File: src/rtl/program_loader.sv
// program_loader: length-prefixed byte stream to 32-bit big-endian instruction memory writes, stalling the CPU while it loads.
module program_loader #(
  parameter int MEMORY_DEPTH = 32,
  parameter int DATA_WIDTH   = 32
) (
  input  logic                  clk,
  input  logic                  reset,
  input  logic                  Start,
  input  logic [7:0]            ByteIn,
  input  logic                  ByteValid,
  output logic                  ByteReady,
  output logic                  WriteEnable,
  output logic [DATA_WIDTH-1:0] WriteAddress,
  output logic [DATA_WIDTH-1:0] WriteData,
  output logic                  CpuHold,
  output logic                  Done,
  output logic                  Error
);
  typedef enum logic [2:0] {IDLE, LEN_HI, LEN_LO, DATA, WRITE, DONE, ERROR} state_t;
  localparam logic [15:0] DEPTH = 16'(MEMORY_DEPTH);
  state_t                r_state, w_next;
  logic [15:0]           r_count, r_k, w_len;
  logic [1:0]            r_idx;
  logic [DATA_WIDTH-1:0] r_word;
  logic                  w_accept, w_start;
  assign ByteReady    = r_state inside {LEN_HI, LEN_LO, DATA};
  assign w_accept     = ByteValid && ByteReady;
  assign w_start      = Start && (r_state inside {IDLE, DONE, ERROR});
  assign w_len        = {r_count[15:8], ByteIn};
  assign WriteEnable  = r_state == WRITE;
  assign WriteAddress = DATA_WIDTH'({r_k, 2'b00});
  assign WriteData    = r_word;
  assign CpuHold      = r_state inside {LEN_HI, LEN_LO, DATA, WRITE};
  assign Done         = r_state == DONE;
  assign Error        = r_state == ERROR;
  always_comb begin
    w_next = r_state;
    case (r_state)
      IDLE, DONE, ERROR: w_next = w_start ? LEN_HI : r_state;
      LEN_HI: w_next = w_accept ? LEN_LO : LEN_HI;
      LEN_LO: w_next = !w_accept ? LEN_LO : (w_len == 16'd0) ? DONE : (w_len > DEPTH) ? ERROR : DATA;
      DATA:   w_next = (w_accept && r_idx == 2'd3) ? WRITE : DATA;
      WRITE:  w_next = (r_k + 16'd1 == r_count) ? DONE : DATA;
      default: w_next = IDLE;
    endcase
  end
  always_ff @(posedge clk) begin
    if (reset) begin
      r_state <= IDLE;
      r_count <= '0;
      r_k     <= '0;
      r_idx   <= '0;
      r_word  <= '0;
    end else begin
      r_state <= w_next;
      if (w_start) begin
        r_count <= '0;
        r_k     <= '0;
        r_idx   <= '0;
        r_word  <= '0;
      end
      if (w_accept && r_state == LEN_HI) r_count[15:8] <= ByteIn;
      if (w_accept && r_state == LEN_LO) r_count[7:0] <= ByteIn;
      if (w_accept && r_state == DATA) begin
        r_word <= {r_word[DATA_WIDTH-9:0], ByteIn};
        r_idx  <= r_idx + 2'd1;
      end
      if (r_state == WRITE) r_k <= r_k + 16'd1;
    end
  end
endmodule

File: config.mk
export PLATFORM = sky130hd
export DESIGN_NAME = program_loader
export DESIGN_NICKNAME = d
export VERILOG_FILES = /design/src/rtl/program_loader.sv
export SDC_FILE = /design/constraint.sdc
export NUM_CORES = 1
export LEC_CHECK = 0
export ABC_AREA = 1
export BUFFER_PORTS_ARGS = -buffer_cell sky130_fd_sc_hd__buf_2
export CAP_MARGIN = 25
export CORE_ASPECT_RATIO = 0.7
export CORE_MARGIN = 2
export CORE_UTILIZATION = 56
export CTS_BUF_LIST = sky130_fd_sc_hd__clkbuf_8
export CTS_CLUSTER_DIAMETER = 200
export DETAILED_ROUTE_END_ITERATION = 6
export HOLD_SLACK_MARGIN = 0.03
export PLACE_DENSITY = 0.93
export REMOVE_ABC_BUFFERS = 1
export SYNTH_ARGS = -nofsm -noshare
export SYNTH_HDL_FRONTEND = slang
export SYNTH_SLANG_ARGS = --single-unit
File: constraint.sdc
create_clock -name clk -period 2.3 [get_ports clk]
set_input_delay 0.345 -clock clk [delete_from_list [all_inputs] [get_ports clk]]
set_output_delay 0.345 -clock clk [all_outputs]
set_load 0.01 [all_outputs]
==> results.json <==
{
  "cp_max_fo": 11,
  "antenna_cells": 0,
  "ant_nets": 0,
  "die-area_sq_um": 7145,
  "core_sq_um": 6246,
  "netlist_instances": 537,
  "placed_area_sq_um": 3973,
  "slew_headroom": 0.3806,
  "fillCellCount": 530,
  "routed_wl_um": 9737,
  "synth_cell_type_count": 30,
  "htree_levels": 3,
  "fmax_mhz": 472.3,
  "cts.sinks": 69,
  "period_minus_slack_ns": 2.117,
  "io_buffer_count": 64,
  "grt_overflow_total": 0,
  "cp_top_family": "simple AND/OR/NAND/NOR gates",
  "finalCritPeriodShare": 0.9205,
  "cp.arrival_ns": 1.77,
  "worst_slack_ns": 0.1828,
  "yosysSeqAreaShare": 0.3810,
  "clock_latency_ns": 0.35,
  "layout.nets": 611,
  "synth_top_area_frac": 0.3810,
  "grt_pass1_wl_um": 15460,
  "synth.avg_cell_area_sq_um": 6.752,
  "slowest_stage": "dfxtp_1",
  "drc": 0,
  "synth_area_sq_um": 3626,
  "design_area_sq_um": 4180,
  "syn_to_final_growth_pct": 15.29,
  "initial_core_util": 0.5805,
  "synth_area_leaders": "dfxtp_1 (38%), nand2_1 (14%), nand3_1 (13%)",
  "worst_slew_pin_slew_ns": 0.9233,
  "rsz0062_at_grt": "no",
  "drt_iter0_markers": 327,
  "crit_required_ns": 1.96,
  "timing.final.max_slew_violations": 0,
  "clk_pin_slew_ns": 0.08,
  "cts_root_buffer": "clkbuf_8",
  "hpwlAfterDp_um": 6977,
  "cpPeakStageDelay_ns": 0.39,
  "crit_path_end_kind": "primary output",
  "grt_usage": 0.2703,
  "drtPass1Iterations": 6,
  "rows": 24,
  "dr_total_vias": 3829,
  "drive_gt1_frac": 0.1860,
  "antenna_found_initial": 0,
  "grt_max_degree": 51,
  "place_congestion": 0.9882,
  "via_per_inst": 5.631,
  "path_cells": "nor2_1 -> nand2_1 -> inv_1 -> or2_2 -> buf_2",
  "chipHeight_um": 71.33,
  "skew_ns": 0.008191,
  "powerDensity_nw_per_um2": 716.3,
  "clockBufferDepth": 2,
  "ir_drop_mv": 0.5573,
  "cts_buffers": 9,
  "finalHoldViolations": 0,
  "drv_cap": 0,
  "yosysWarnings": 0,
  "ys_ff_latch": 69,
  "pre_cts_ws_ns": 0.2595,
  "critPathLaunchType": "register",
  "io_pins": 81,
  "cts_tree": "done",
  "status": "completed",
  "crit_buf_inv": 2,
  "critical_path_class": "reg -> out",
  "die_w_um": 100.2,
  "yosysTopAreaCell": "dfxtp_1",
  "finalSetupViolations": 0,
  "grt_pass1_vias": 3333,
  "min_path_type": "in -> reg",
  "wl_per_cell_um": 14.32,
  "leakage_nw": 1.730
}
## timing repair
item / CTS / global route
endpoints found under the hold margin: 0 / 0
resized for setup: 0 / 1
buffers inserted: 0 / 0
hold buffers: 0 / 0
setup endpoints to repair: 0 / 1
## cell usage after synthesis
cell / instances
o21a_1: 1
inv_1: 40
o21bai_2: 1
or2_2: 3
clkinv_1: 3
clkbuf_1: 13
nand4_1: 16
a211oi_1: 1
a21oi_1: 64
xor2_1: 3
ha_1: 2
xnor3_1: 1
nor2_2: 4
buf_4: 17
dfxtp_1: 69
buf_1: 1
nor2_4: 5
nand3_2: 2
o22ai_1: 4
buf_2: 8
nor2_1: 29
nand3_1: 92
xnor2_1: 2
nand3b_1: 2
nand2_1: 138
inv_2: 4
o21ai_0: 3
nand2_2: 3
conb_1: 1
nor3_1: 5
## state kept, by name, indices dropped and copies added, names as in the netlist
register   cells
r_k           16
r_count       16
r_state        3
WriteData     32
r_idx          2
## final cells by class
cell class	instances	area [sq um]	area share
inverters	47	176.4	0.04220
multi-input cells	397	1907	0.4562
well taps	78	97.59	0.02335
clock buffers	9	123.9	0.02963
repair buffers	73	412.9	0.09877
flip-flops and latches	69	1381	0.3304
clock inverters	7	81.33	0.01946
## per-layer routing
| metal | vias to the layer above | GRT usage | wire length, um |
|---|---|---|---|
| li1 | 1864 | - | - |
| met1 | 1749 | 0.3765 | 4251 |
| met2 | 200 | 0.4258 | 4401 |
| met3 | 16 | 0.06341 | 986 |
| met4 | 0 | 0.07154 | 98 |
| met5 | - | 0 | 0 |
## cell usage in the layout, fill, tap and decap left out, types with 7 or more instances in the layout
master    Yosys  layout
a21oi_1      64      64
buf_2         8      64
buf_4        17       7
clkbuf_8      0       9
conb_1        1      16
dfxtp_1      69      69
inv_1        40      40
nand2_1     138     138
nand3_1      92      92
nand4_1      16      16
nor2_1       29      29
## logic make-up (layout without fill, tap and decap cells)
| logic type | Yosys count | after routing | synth area share |
|---|---|---|---|
| AND/OR/NAND/NOR | 299 | 299 | 0.3768 |
| buffers and inverters | 86 | 136 | 0.1094 |
| AO/OA/AOI/OAI | 74 | 74 | 0.1066 |
| flip-flops | 69 | 69 | 0.3810 |
| XOR/XNOR | 6 | 6 | 0.01829 |
| adder cells (fa/ha/maj) | 2 | 2 | 0.006900 |
| other | 1 | 16 | 0.001034 |
## where the power goes
part           leakage, nW  total (W)  switching, W  internal, W
Clock               0.0944    0.00104      0.000522     0.000515
Sequential           0.556    0.00127     0.0000365      0.00124
Combinational         1.08   0.000684      0.000468     0.000216
## worst reg2reg max path: cells and delay by family, from the launching register on
kind / cells / cell delay, ns
AOI/OAI and AO/OA: 2 / 0.55
buffers and inverters: 1 / 0.72
DFF: 1 / 0.45
and+or+nand+nor: 2 / 0.23
## per-stage QoR
stage | cells | power, W | utilization | TNS [ns] | hold slack (ns)
3_5_place_dp | 664 | 0.001965 | 0.6360 | 0 | 0.4602
6_report | 680 | 0.002994 | 0.6693 | 0 | 0.2654
2_1_floorplan | 513 | 0.001713 | - | -0.05838 | 0.4141
5_1_grt | 680 | 0.003129 | 0.6693 | 0 | 0.2573
3_3_place_gp | 664 | 0.001948 | 0.6360 | 0 | 0.4411
4_1_cts | 680 | 0.002988 | 0.6689 | 0 | 0.2538
## worst paths after layout
check                             startpoint                          to  slack, ns  cells after the start
setup / recovery     r_state[1]$_SDFFE_PP0P_                     CpuHold       0.18                      5
hold / removal                     ByteIn[6]     r_count[6]$_SDFFE_PP0P_       0.27                      3
setup reg to reg     r_state[2]$_SDFFE_PP0P_       r_idx[0]$_SDFFE_PP0P_       0.22                      5
hold reg to reg   WriteData[24]$_SDFFE_PP0P_  WriteData[24]$_SDFFE_PP0P_       0.48                      2
Note: power is estimated with default switching activity, not from simulation.
